`src/rtl/iob_target.sv`:
```
// iob_target: 68000-protocol responder on the IOB bus with eight R/W word registers,
// a read-only ID register and programmable wait states. Macro IOB_TARGET_VPA_EN adds 6800-style VPA cycles.
module iob_target #(
   parameter logic [7:0]  BASE_HI     = 8'hFC,
   parameter int unsigned WAIT_STATES = 2,
   parameter logic [15:0] ID_VALUE    = 16'h5E30
) (
   input  logic        CLK_IOB,
   input  logic        nRES,
   input  logic [23:1] A_IOB,
   input  logic        nAS_IOB,
   input  logic        nUDS_IOB,
   input  logic        nLDS_IOB,
   input  logic        nWE_IOB,
   input  logic [15:0] D_IOB_in,
   output logic [15:0] D_IOB_out,
   output logic        D_IOB_oe,
   output logic        nDTACK_IOB,
   output logic        nBERR_IOB,
   output logic        nVPA_IOB,
   input  logic        nVMA_IOB,
   input  logic        E_IOB
);

   localparam logic [3:0] WAIT_LOAD = (WAIT_STATES == 0) ? 4'd0 : 4'(WAIT_STATES - 1);

   typedef enum logic [2:0] {
      IDLE,
      WAIT,
      ACK,
      HOLD,
      BERR
`ifdef IOB_TARGET_VPA_EN
      ,
      VPA_VMA,
      VPA_EHI,
      VPA_ELO
`endif
   } state_t;

   state_t      state_q, state_d;
   logic [3:0]  cnt_q, cnt_d;
   logic [3:0]  idx_q, idx_d;
   logic        rd_q, rd_d;
   logic        dtack_n_q, dtack_n_d;
   logic        berr_n_q, berr_n_d;
   logic [15:0] dout_q, dout_d;
   logic        oe_q, oe_d;
   logic [15:0] regs_q [8];
   logic [15:0] regs_d [8];
`ifdef IOB_TARGET_VPA_EN
   logic        vpa_n_q, vpa_n_d;
`endif

   logic        start;
   logic        bad_reg;
   logic        vpa_space;
   logic        vpa_illegal;
   logic [15:0] cur_val;
   logic [15:0] rd_val;
   logic [15:0] wr_val;
   logic        unused_ok;

   assign start     = !nAS_IOB && (!nUDS_IOB || !nLDS_IOB) && (A_IOB[23:16] == BASE_HI);
   assign bad_reg   = (A_IOB[4:1] > 4'd8) || ((A_IOB[4:1] == 4'd8) && !nWE_IOB);
   assign vpa_space = A_IOB[15];

`ifdef IOB_TARGET_VPA_EN
   assign vpa_illegal = 1'b0;
   assign unused_ok   = ^A_IOB[14:5];
`else
   // Without the VPA path the upper half of the window is simply unmapped.
   assign vpa_illegal = vpa_space;
   assign unused_ok   = ^{A_IOB[14:5], nVMA_IOB, E_IOB};
`endif

   assign cur_val = regs_q[idx_q[2:0]];
   assign rd_val  = idx_q[3] ? ID_VALUE : cur_val;
   assign wr_val  = {nUDS_IOB ? cur_val[15:8] : D_IOB_in[15:8],
                     nLDS_IOB ? cur_val[7:0]  : D_IOB_in[7:0]};

   always_comb begin
      state_d   = state_q;
      cnt_d     = cnt_q;
      idx_d     = idx_q;
      rd_d      = rd_q;
      dtack_n_d = dtack_n_q;
      berr_n_d  = berr_n_q;
      dout_d    = dout_q;
      oe_d      = oe_q;
      regs_d    = regs_q;
`ifdef IOB_TARGET_VPA_EN
      vpa_n_d   = vpa_n_q;
`endif

      case (state_q)
         IDLE: begin
            if (start) begin
               idx_d = A_IOB[4:1];
               rd_d  = nWE_IOB;
               if (bad_reg || vpa_illegal) begin
                  state_d = BERR;
`ifdef IOB_TARGET_VPA_EN
               end else if (vpa_space) begin
                  state_d = VPA_VMA;
                  vpa_n_d = 1'b0;
`endif
               end else if (WAIT_STATES == 0) begin
                  state_d = ACK;
               end else begin
                  state_d = WAIT;
                  cnt_d   = WAIT_LOAD;
               end
            end
         end

         WAIT: begin
            // Master timeout: drop the cycle without touching the register file.
            if (nAS_IOB) begin
               state_d = IDLE;
            end else if (cnt_q == 4'd0) begin
               state_d = ACK;
            end else begin
               cnt_d = cnt_q - 4'd1;
            end
         end

         ACK: begin
            dtack_n_d = 1'b0;
            if (rd_q) begin
               dout_d = rd_val;
               oe_d   = 1'b1;
            end else if (!idx_q[3]) begin
               regs_d[idx_q[2:0]] = wr_val;
            end
            state_d = HOLD;
         end

         HOLD, BERR: begin
            if (nAS_IOB) begin
               dtack_n_d = 1'b1;
               berr_n_d  = 1'b1;
               dout_d    = 16'h0000;
               oe_d      = 1'b0;
`ifdef IOB_TARGET_VPA_EN
               vpa_n_d   = 1'b1;
`endif
               state_d   = IDLE;
            end else if (state_q == BERR) begin
               berr_n_d = 1'b0;
            end
         end

`ifdef IOB_TARGET_VPA_EN
         VPA_VMA: begin
            if (nAS_IOB) begin
               vpa_n_d = 1'b1;
               state_d = IDLE;
            end else if (!nVMA_IOB) begin
               state_d = VPA_EHI;
            end
         end

         VPA_EHI: begin
            // The data phase happens on the edge that first sees E high.
            if (nAS_IOB) begin
               vpa_n_d = 1'b1;
               state_d = IDLE;
            end else if (E_IOB) begin
               if (rd_q) begin
                  dout_d = rd_val;
                  oe_d   = 1'b1;
               end else if (!idx_q[3]) begin
                  regs_d[idx_q[2:0]] = wr_val;
               end
               state_d = VPA_ELO;
            end
         end

         VPA_ELO: begin
            if (!E_IOB) begin
               state_d = HOLD;
            end
         end
`endif

         default: state_d = IDLE;
      endcase
   end

   always_ff @(posedge CLK_IOB or negedge nRES) begin
      if (!nRES) begin
         state_q   <= IDLE;
         cnt_q     <= 4'd0;
         idx_q     <= 4'd0;
         rd_q      <= 1'b0;
         dtack_n_q <= 1'b1;
         berr_n_q  <= 1'b1;
         dout_q    <= 16'h0000;
         oe_q      <= 1'b0;
         for (int i = 0; i < 8; i++) begin
            regs_q[i] <= 16'h0000;
         end
`ifdef IOB_TARGET_VPA_EN
         vpa_n_q   <= 1'b1;
`endif
      end else begin
         state_q   <= state_d;
         cnt_q     <= cnt_d;
         idx_q     <= idx_d;
         rd_q      <= rd_d;
         dtack_n_q <= dtack_n_d;
         berr_n_q  <= berr_n_d;
         dout_q    <= dout_d;
         oe_q      <= oe_d;
         regs_q    <= regs_d;
`ifdef IOB_TARGET_VPA_EN
         vpa_n_q   <= vpa_n_d;
`endif
      end
   end

   assign D_IOB_out  = dout_q;
   assign D_IOB_oe   = oe_q;
   assign nDTACK_IOB = dtack_n_q;
   assign nBERR_IOB  = berr_n_q;
`ifdef IOB_TARGET_VPA_EN
   assign nVPA_IOB   = vpa_n_q;
`else
   assign nVPA_IOB   = 1'b1;
`endif

endmodule
```
`config.mk`:
```
export PLATFORM = sky130hd
export DESIGN_NAME = iob_target
export DESIGN_NICKNAME = d
export VERILOG_FILES = /design/src/rtl/iob_target.sv
export SDC_FILE = /design/constraint.sdc
export NUM_CORES = 1
export LEC_CHECK = 0
export CAP_MARGIN = 20
export CELL_PAD_IN_SITES_DETAIL_PLACEMENT = 0
export CELL_PAD_IN_SITES_GLOBAL_PLACEMENT = 1
export CORE_MARGIN = 2
export CORE_UTILIZATION = 42
export CTS_BUF_LIST = sky130_fd_sc_hd__clkbuf_16
export DETAILED_ROUTE_END_ITERATION = 10
export PLACE_DENSITY = 0.83
export SETUP_SLACK_MARGIN = 0.1
export SLEW_MARGIN = 20
export SYNTH_ARGS = -nofsm -noshare
export SYNTH_HDL_FRONTEND = slang
export SYNTH_SLANG_ARGS = --single-unit
export TNS_END_PERCENT = 100
```
`constraint.sdc`:
```
create_clock -name CLK_IOB -period 2 [get_ports CLK_IOB]
set_input_delay 0.4 -clock CLK_IOB [delete_from_list [all_inputs] [get_ports CLK_IOB]]
set_output_delay 0.4 -clock CLK_IOB [all_outputs]
set_load 0.03 [all_outputs]
```
==> impl_metrics.json <==
{
  "grt_start_max_net_pins": 61,
  "wire_per_inst_um": 22.53,
  "n_fill_cell": 1300,
  "ios": 67,
  "slew_violations": 0,
  "drtIter0Drc": 613,
  "worst_clock_skew_ps": 7.047,
  "finalWirelength_um": 27450,
  "async_flop_share_pct": 100.0,
  "worstPathMaxFanout": 7,
  "violations": "negative setup slack",
  "vias": 7312,
  "place.gp.congestion": 0.8285,
  "syn2layout_area_growth_pct": 49.91,
  "worst_slack_ps": -80.22,
  "worst_pin_slew_ps": 1108,
  "period_share_pct": 104.0,
  "grt_pass1_wl_um": 37830,
  "root_buffer": "clkbuf_16",
  "drc": 0,
  "dieHeight_um": 143.1,
  "path_class": "reg -> reg",
  "holdWs_ps": 364.2,
  "viasPerCell": 6.003,
  "num_rows": 50,
  "grt_overflow": 0,
  "max_freq_ghz": 0.4807,
  "cts-buffers-inserted": 17,
  "io_buffer_count": 53,
  "cp.required_ps": 2310,
  "min_path_type": "in -> async",
  "slew_headroom_pct": 25.83,
  "firstDrtPassIters": 5,
  "r2r_cells": 7,
  "period_minus_slack_ps": 2080,
  "crit_path_end_kind": "flop",
  "syn_inst": 789,
  "status": "finished, violations left",
  "finalHoldViolCount": 0,
  "startpoint_type": "flop",
  "ys.warnings.count": 0,
  "synthFlopType": "dfrtp_1",
  "p_per_area_nw_per_um2": 964.4,
  "nets": 994,
  "synth_fp_nets": 838,
  "clkSinkCount": 159,
  "setup_violations": 37,
  "antenna_found_initial": 0,
  "yosysSeqAreaShare_pct": 48.99,
  "clk_latency_ps": 420,
  "num_antenna_cells": 0,
  "layout_common_cells": "153 x dfrtp_1, 134 x nand2_1, 92 x buf_4, 48 x o31ai_2, 41 x clkdlybuf4s50_1",
  "syn-cell-area_um2": 8127,
  "synth_cell_type_count": 62,
  "grt_util_all_layers_pct": 24.17,
  "maxCapViolations": 0,
  "die_w_um": 143.1,
  "grt_pass1_vias": 6872,
  "synth_edf_count": 0,
  "cts_tree": "done",
  "synth_seq_cells": 159,
  "layout_commonest_cell": "dfrtp_1",
  "antenna_left": 0,
  "die_area_um2": 20480,
  "clock_path_buffers": 2,
  "place_area_um2": 9563,
  "drive_gt1_share_pct": 42.28,
  "initial_core_util_pct": 43.16,
  "cp.arrival_ps": 2400,
  "p_leak_nw": 5.118,
  "rsz0062_at_grt": "yes",
  "hpwl_um": 14820,
  "stdcell_area_um2": 12180,
  "cts_htree_levels": 4,
  "synth.avg_cell_area_um2": 10.30,
  "fp.coreArea_um2": 18830,
  "irDropWorstVdd_v": 0.0005321,
  "clk_pin_slew_ps": 60
}
critical path, stage by stage (launching register included):
cell and delay [ps]:
dfrtp_4 530, buf_12 160, buf_16 140, or3b_4 390
a21oi_4 210, a2111oi_4 80, buf_4 170, o31ai_1 280
metal layers:
layer	routed length, µm	track usage, %	up-vias	part of all wire (%)
li1	-	-	3238	-
met2	13710	39.06	245	50
met5	0	0	-	0
met1	11310	32.44	3761	41
met4	918	8.442	0	3.3
met3	1507	4.863	68	5.5
cell type report:
type / count / area (µm²) / area share (%)
Clock inverter: 15 / 107.6 / 0.8832
Inverter: 10 / 41.29 / 0.3389
Sequential cell: 159 / 3989 / 32.74
Multi-Input combinational cell: 554 / 5057 / 41.51
Clock buffer: 17 / 425.4 / 3.492
Tap cell: 260 / 325.3 / 2.670
Timing Repair Buffer: 203 / 2237 / 18.36
path summary, 6_finish.rpt:
check / start / to / slack (ps)
setup / recovery: idx_q[2]$_DFFE_PN0P_ / regs_q[101]$_DFFE_PN0P_ / -80
hold / removal: nRES / regs_q[89]$_DFFE_PN0P_ / 360
hold reg to reg: regs_q[89]$_DFFE_PN0P_ / regs_q[89]$_DFFE_PN0P_ / 470
setup reg to reg: idx_q[2]$_DFFE_PN0P_ / regs_q[101]$_DFFE_PN0P_ / -80
max in group asynchronous: nRES / D_IOB_out[10]$_DFFE_PN0P_ / 1070
min in group CLK_IOB: regs_q[89]$_DFFE_PN0P_ / regs_q[89]$_DFFE_PN0P_ / 470
timing repair:
item / 4_1_cts / 5_1_grt
resized for setup: 158 / 180
hold buffers: 1 / 0
setup endpoints to repair: 120 / 144
pin swaps: 43 / 42
gates cloned: 5 / 8
endpoints found under the hold margin: 9 / 0
setup buffers: 20 / 16
flip-flops by register name, summed over array words and instances (netlist names):
name and cells:
regs_q 128, idx_q 4, state_q 3, D_IOB_oe 1, rd_q 1, nBERR_IOB 1, D_IOB_out 16, nDTACK_IOB 1
cnt_q 4
Yosys cell counts, types with 6 or more instances:
cell type | count | share of area [%]
dfrtp_1 | 157 | 48
nand2_1 | 141 | 6.5
o31ai_1 | 89 | 8.2
o21ai_0 | 57 | 3.5
mux2i_1 | 42 | 5.2
buf_2 | 27 | 1.7
nor2_1 | 25 | 1.2
clkbuf_1 | 23 | 1.1
nand3_1 | 21 | 1.3
or3b_2 | 21 | 2.3
a21oi_1 | 17 | 1.0
o22ai_1 | 15 | 1.2
a2111oi_4 | 11 | 3.7
buf_4 | 10 | 0.92
inv_1 | 9 | 0.42
a211oi_1 | 8 | 0.74
a31oi_1 | 8 | 0.62
mux2_2 | 8 | 1.1
a2111oi_0 | 7 | 0.75
nand4_1 | 7 | 0.54
nor2b_1 | 6 | 0.46
nor3_1 | 6 | 0.37
report_power, final:
part	switching (mW)	internal [mW]
Clock	1.31	1.68
Combinational	2.44	2.15
Sequential	0.369	3.80
Total	4.12	7.63
stage by stage:
stage,total power [mW],cells,util [%],setup slack [ps],setup TNS [ps]
after detailed placement,7.563,1138,50.78,-270.6,-7036
final,11.75,1218,64.70,-80.22,-769.6
after floorplan,6.237,789,-,102.3,0
after global placement,7.495,1138,50.78,-235.3,-4158
after global routing,12.28,1218,64.70,-123.4,-3240
after CTS,11.12,1196,58.60,-8.198,-29.18
logic make-up (layout without fill, tap and decap cells):
kind of cell	Yosys count	after routing	synth area share, %
multiplexers	55	55	7.206
AND/OR/NAND/NOR	264	264	16.15
other	1	1	0.04615
buffers and inverters	76	245	4.665
adder cells (fa/ha/maj)	2	2	0.3079
AO/OA/AOI/OAI	232	232	22.63
flip-flops	159	159	48.99
Power figures use the tool's default switching activity.
